$ cat src/rtl/com_cmd_pack.sv
// com_cmd_pack -- command-frame encoder (transmit side of the com command path).
// On an fs request it captures a command, writes an 11-byte frame (password
// header, command fields, modulo-256 checksum) into the command RAM one byte
// per cycle, then runs the fs_eth/fd_eth handshake with the eth transmitter.
// Ports:
//   clk, rst           clock (rising edge), async active-low reset
//   fs / fd            level request / done handshake with the requester
//   password, btype,
//   com_cmd, trgg_cmd  command fields, captured once per request
//   txen, txa, txd     RAM byte write port (registered)
//   fs_eth / fd_eth    transmit request / done handshake with eth
//   tx_addr, tx_len    frame location for eth (constants)
module com_cmd_pack #(
  parameter logic [7:0]  RAM_ADDR_INIT = 8'h0A,
  parameter logic [12:0] FRAME_LEN     = 13'd11
) (
  input  logic        clk,
  input  logic        rst,
  input  logic        fs,
  output logic        fd,
  input  logic [15:0] password,
  input  logic [3:0]  btype,
  input  logic [11:0] com_cmd,
  input  logic [39:0] trgg_cmd,
  output logic        txen,
  output logic [7:0]  txa,
  output logic [7:0]  txd,
  output logic        fs_eth,
  input  logic        fd_eth,
  output logic [7:0]  tx_addr,
  output logic [12:0] tx_len
);

  typedef enum logic [2:0] {
    S_IDLE, S_LATCH, S_WRITE, S_CSUM, S_ETH, S_DONE
  } state_t;

  typedef struct packed {
    logic [15:0] password;
    logic [3:0]  btype;
    logic [11:0] com_cmd;
    logic [39:0] trgg_cmd;
  } cmd_t;

  state_t     state, state_nxt;
  cmd_t       cmd;
  logic [3:0] idx;
  logic [7:0] csum;
  logic [7:0] byte_val;

  assign tx_addr = RAM_ADDR_INIT;
  assign tx_len  = FRAME_LEN;

  // Frame byte selected by the running index (bytes 0..9; checksum is separate).
  always_comb begin
    byte_val = 8'h00;
    case (idx)
      4'd0: byte_val = cmd.password[15:8];
      4'd1: byte_val = cmd.password[7:0];
      4'd2: byte_val = {4'h0, cmd.btype};
      4'd3: byte_val = {4'h0, cmd.com_cmd[11:8]};
      4'd4: byte_val = cmd.com_cmd[7:0];
      4'd5: byte_val = cmd.trgg_cmd[39:32];
      4'd6: byte_val = cmd.trgg_cmd[31:24];
      4'd7: byte_val = cmd.trgg_cmd[23:16];
      4'd8: byte_val = cmd.trgg_cmd[15:8];
      4'd9: byte_val = cmd.trgg_cmd[7:0];
      default: byte_val = 8'h00;
    endcase
  end

  always_ff @(posedge clk or negedge rst) begin
    if (!rst) state <= S_IDLE;
    else      state <= state_nxt;
  end

  always_comb begin
    state_nxt = state;
    case (state)
      // A stale fd_eth from a previous transfer must clear before a new frame.
      S_IDLE:  if (fs && !fd_eth) state_nxt = S_LATCH;
      S_LATCH: state_nxt = S_WRITE;
      S_WRITE: if (idx == 4'd9) state_nxt = S_CSUM;
      S_CSUM:  state_nxt = S_ETH;
      // fd_eth only counts once our request is actually on the wire.
      S_ETH:   if (fs_eth && fd_eth) state_nxt = S_DONE;
      S_DONE:  if (!fs && !fd_eth) state_nxt = S_IDLE;
      default: state_nxt = S_IDLE;
    endcase
  end

  always_ff @(posedge clk or negedge rst) begin
    if (!rst) begin
      cmd    <= '0;
      idx    <= 4'd0;
      csum   <= 8'h00;
      txen   <= 1'b0;
      txa    <= RAM_ADDR_INIT;
      txd    <= 8'h00;
      fs_eth <= 1'b0;
      fd     <= 1'b0;
    end else begin
      txen <= 1'b0;
      case (state)
        S_LATCH: begin
          cmd  <= '{password: password, btype: btype, com_cmd: com_cmd, trgg_cmd: trgg_cmd};
          idx  <= 4'd0;
          csum <= 8'h00;
        end
        S_WRITE: begin
          txen <= 1'b1;
          txa  <= RAM_ADDR_INIT + {4'h0, idx};  // 8-bit add wraps past 8'hFF
          txd  <= byte_val;
          csum <= csum + byte_val;
          idx  <= idx + 4'd1;
        end
        S_CSUM: begin
          txen <= 1'b1;
          txa  <= RAM_ADDR_INIT + 8'd10;
          txd  <= csum;
        end
        S_ETH: begin
          if (fs_eth && fd_eth) begin
            fs_eth <= 1'b0;
            fd     <= 1'b1;
          end else begin
            fs_eth <= 1'b1;
          end
        end
        S_DONE: if (!fs && !fd_eth) fd <= 1'b0;
        default: ;
      endcase
    end
  end

endmodule

$ cat config.mk
export PLATFORM = sky130hd
export DESIGN_NAME = com_cmd_pack
export DESIGN_NICKNAME = d
export VERILOG_FILES = /design/src/rtl/com_cmd_pack.sv
export SDC_FILE = /design/constraint.sdc
export NUM_CORES = 1
export LEC_CHECK = 0
export CAP_MARGIN = 30
export CORE_AREA = 2 2 113 115
export DETAILED_ROUTE_END_ITERATION = 6
export DIE_AREA = 0 0 115 117
export DONT_BUFFER_PORTS = 1
export PLACE_DENSITY = 0.67
export SETUP_SLACK_MARGIN = 0.05
export SKIP_LAST_GASP = 1
export SLEW_MARGIN = 20
export SYNTH_ARGS = -nofsm -noshare
export SYNTH_HDL_FRONTEND = slang
export SYNTH_SLANG_ARGS = --single-unit
$ cat constraint.sdc
create_clock -name clk -period 6.9 [get_ports clk]
set_input_delay 2.07 -clock clk [delete_from_list [all_inputs] [get_ports clk]]
set_output_delay 2.07 -clock clk [all_outputs]
set_load 0.05 [all_outputs]
======== After elaboration in Yosys (flattened, before gate mapping) ========
Index checks and enable logic that the tools add are counted.
storage, ports and cells
  output and inout bits ................... 40
  register bits ........................... 106
  logic and storage cells ................. 61
cells by class
  $add $sub $neg .......................... 3
  equal/unequal tests ..................... 18
  reductions and logical operators ........ 13
  muxes and demuxes ....................... 15
operator list
  kind                   count
  $pmux W8 S10           1
  $pmux W8 S2            3
  $pmux W3 S6            1
  $eq A4 B3 Y1 const B   4
  $mux W3                4
  $add A8 B8 Y8          1
  $eq A4 B2 Y1 const B   2
  $eq A4 B4 Y1 const B   2
  $ne A2 B2 Y1 const B   4
  $pmux W4 S2            1
  $eq A3 B2 Y1 const B   2
  $eq A3 B3 Y1 const B   2
  $reduce_bool A2 Y1     3
  $add A4 B4 Y5 const A  1
  $add A4 B1 Y4 const B  1
  $eq A4 B1 Y1 const B   1
  $logic_not A4 Y1       1
  $mux W1                4
  $reduce_and A4 Y1      1
  $eq A3 B1 Y1 const B   1
  $logic_and A1 B1 Y1    3
  $logic_not A3 Y1       1
  $reduce_and A3 Y1      1
  $logic_not A1 Y1       2
  other kinds (2)        2

======== Longest topological paths before layout ========
  depth after elaboration ................. 4
  mapped depth ............................ 15

======== Worst setup path before layout ========
Ideal clock, no wire load.
  path type ............................... reg-to-reg
  start point ............................. register idx[1]
  end point ............................... register csum[6]
  arrival ................................. 2.923 ns
  path slack .............................. 3.845 ns
  stages on the path, launching flop included .. 15
  clock period less this slack ............ 3.055 ns
  path buffers ............................ 1
  cells stage by stage .................... dfrtp_1 inv_1 ha_1 buf_1 a32oi_1 a22oi_1 or3_1 ha_1 fa_1 a21o_1 a21oi_1 o21bai_1 a21oi_1 xor2_1 o21ai_0
on the way
  word-level cells in the longest chain between the ends .. 4
  elaborated cells between the ends (all ways) .. 13
RTL lines
  element                               line  RTL
  start, declared                       47    logic [3:0] idx;
  start signal, assigned                115   idx <= idx + 4'd1;
  $eq A4 B4 Y1 (tied with other cells)  57    case (idx)
  $pmux W8 S10 (*)                      57
  $add A8 B8 Y8 (*)                     114   csum <= csum + byte_val;
  $pmux W8 S2 (*)                       104   case (state)
  end signal, assigned                  114
  end, declared                         48    logic [7:0] csum;
Mark *: on every way between the ends. The rest lies on a longest branch, timed or not.
A chain may end at the register's enable or synchronous reset.

======== Worst setup path in the final report ========
Same ends and word-level chain as after synthesis.

==> impl_metrics.csv <==
group,metric,value,unit
setup_path,slowest_stage,"ha_1",
clock_tree,clock_sinks,103,
global_routing,grt_pass1_vias,3223,
pwr,irDropWorstVdd,0.211,mV
finish,drive_gt1_share,23.0,%
synthesis,synthArstFlopShare,100,%
synthesis,syn_inst,433,
clock_tree,post_cts_buffers,0,
setup_path,cp_cell_sequence,"inv_1 -> ha_1 -> a32oi_1 -> a22oi_1 -> or3_1 -> ha_1 -> fa_1 -> a21o_1 -> a21oi_1 -> o21bai_1 -> a21oi_1 -> xor2_1 -> o21ai_0",
place,hpwl,7.92,mm
setup_path,worstRegToRegCells,13,
run,max_cap_viol_count,0,
min_path,hp-class,"flip-flop to flip-flop",
clock_tree,post_cts_resized,0,
sta,tns,0,ps
synthesis,yosysSeqAreaShare,51.0,%
global_routing,track_usage,16.9,%
setup_path,startpoint,"idx[1]$_DFFE_PN0P_",
place,port-buffer-count,0,
die,dieArea,13500,um^2
route,drc_errors,0,
sta,hold_violations,0,
clock_tree,cts-root-buf,"clkbuf_16",
global_routing,grt.overflow.total,0,
setup_path,r2r_slack,3330,ps
synthesis,ys_top_cells_by_area,"dfrtp_1, mux2_2, buf_4",
setup_path,cp-end-kind,"flip-flop",
global_routing,antenna_found_initial,0,
setup_path,cp_max_fo,22,
outcome,status,"finished, final reports clean",
route,totalWireLength,10.9,mm
die,die_h,117,um
route,via_per_inst,5.54,
synthesis,yosys.area.top_type,"dfrtp_1",
setup_path,critPathTopFamily,"compound AO/OA/AOI/OAI gates",
route,vias,3161,
setup_path,setup.worst_path.end,"csum[6]$_DFFE_PN0P_",
die,core_area,12300,um^2
setup_path,critPathMaxStageDelay,490,ps
setup_path,worst-setup-path-type,"flip-flop to flip-flop",
synthesis,synth_ff_type,"dfrtp_1",
setup_path,cp.depth,13,
clock_tree,htreeDepth,3,
synthesis,synth.cell_area,5060,um^2
setup_path,cp.arrival,3790,ps
die,fp.dieW,115,um
route,wl_per_cell,19.1,um
clock_tree,insertion_delay,340,ps
setup_path,timing.rr.end,"csum[6]$_DFFE_PN0P_",
clock_tree,cts.clk_slew.worst_paths,70,ps
finish,antennaDiodeCount,0,
clock_tree,postCtsHoldBufs,0,
route,drt_first_pass_iters,5,
route,drtIter0Drc,206,
finish,layout_common_cells,"dfrtp_1, mux2_2, nand2_1",
synthesis,yosysUniqueCellTypes,49,
sta,drv_slew,0,
sta,slew_headroom,39.3,%
sta,setup_viol,0,
pwr,power_density,548,nW/um^2
pwr,leakagePower,0.00227,uW
clock_tree,cts_buffer_depth,2,
route,drtAntennaViolNets,0,
die,fp-row-count,41,
place,place.gp.congestion,0.838,
synthesis,yosysWarnings,0,
setup_path,cp-start-kind,"flip-flop",
synthesis,syn_avg_cell_area,11.7,um^2
synthesis,synth_top_area_share,49.9,%
synthesis,ys_ff_latch,103,
sta,min_period,3570,ps
sta,fin_crit_sh,51.7,%
finish,finalNetCount,505,
die,start_util,41.1,%
sta,worst_pin_slew,910,ps
setup_path,crit_required,7120,ps
clock_tree,cts_inserted_buffers,9,
global_routing,grt_max_degree,104,
die,io_pins,116,
global_routing,grt_pass1_wl,17.5,mm
setup_path,timing.rr.start,"idx[1]$_DFFE_PN0P_",
setup_path,worst-path-buf-inv,1,
finish,fill_cells,1156,
sta,fmax,0.280,GHz
sta,rsz0062_at_grt,"no",
synthesis,synth_edf_count,0,
finish,post-route-util,43.3,%
clock_tree,tritoncts,"done",
sta,fin_skew,7.90,ps
finish,area_delta_synth_final,5.34,%
finish,final_common_cell,"dfrtp_1",
-- Yosys cell counts (2+ instances only) --
cell	n
dfrtp_1	101
ha_1	12
a222oi_1	3
dfstp_2	2
a21o_1	2
inv_1	5
nor3b_1	2
o22ai_1	2
buf_4	25
nand3b_1	5
a32oi_1	2
a221oi_1	4
a21oi_1	13
a211oi_1	4
nand2_1	33
a22o_1	5
mux2_2	74
nand2b_1	3
nor2b_1	3
xor2_1	3
nor2_1	14
o221ai_1	2
buf_2	14
o31ai_1	4
conb_1	2
or3_1	2
mux2i_1	11
o21ai_0	30
buf_1	2
or2_2	2
xnor2_1	3
clkbuf_1	9
a22oi_1	12
o21bai_1	2
nand3_1	6
o2bb2ai_1	2
-- routing by layer --
metal	wire, um	global-route usage [%]
met1	4650	21.8
met2	5090	26.5
met3	958	5.97
met4	205	6.10
met5	0	0
-- kinds of logic after synthesis --
| kind of cell | synth area share [%] |
|---|---|
| AND/OR/NAND/NOR | 7.09 |
| buffers and inverters | 6.50 |
| AO/OA/AOI/OAI | 12.3 |
| XOR/XNOR | 1.04 |
| other | 0.148 |
| flip-flops | 51.0 |
| adder cells (fa/ha/maj) | 3.36 |
| multiplexers | 18.6 |
-- state kept, by name, indices dropped and copies added, names as in the netlist --
register,count
txa,5
idx,4
state,3
fs_eth,1
csum,8
txd,8
txen,1
fd,1
cmd,72
-- worst min-delay path by stage --
| stage | startpoint | endpoint | slack, ps | depth (start not counted) |
|---|---|---|---|---|
| floorplan | cmd[9]$_DFFE_PN0P_ | cmd[9]$_DFFE_PN0P_ | 470 | 1 |
| global placement | cmd[39]$_DFFE_PN0P_ | cmd[39]$_DFFE_PN0P_ | 490 | 1 |
| detailed placement | cmd[64]$_DFFE_PN0P_ | cmd[64]$_DFFE_PN0P_ | 500 | 1 |
| CTS | cmd[64]$_DFFE_PN0P_ | cmd[64]$_DFFE_PN0P_ | 510 | 1 |
| global route | cmd[69]$_DFFE_PN0P_ | cmd[69]$_DFFE_PN0P_ | 530 | 1 |
| finish | cmd[30]$_DFFE_PN0P_ | cmd[30]$_DFFE_PN0P_ | 510 | 1 |
-- stage by stage --
step	worst slack [ps]	hold slack (ps)	total power (uW)	instance area [um^2]	cells
floorplan	3840	473	2150	5150	455
global placement	3570	494	2370	5040	555
detailed placement	3370	498	2430	5040	555
CTS	3350	513	2940	5330	571
global route	2980	525	3130	5330	571
finish	3330	509	2920	5330	571
-- power breakdown --
part	switching, uW	internal [uW]
Sequential	380	903
Combinational	580	554
Clock	217	290
Total	1180	1750
-- final cells by class --
class	instances	area, um^2	share of cell area [%]
clock inverters	6	58.8	1.10
repair buffers	1	7.51	0.141
inverters	5	18.8	0.352
flip-flops and latches	103	2580	48.4
well taps	150	188	3.52
clock buffers	10	239	4.48
multi-input cells	296	2240	42.0
Note: power is estimated with default switching activity, not from simulation.
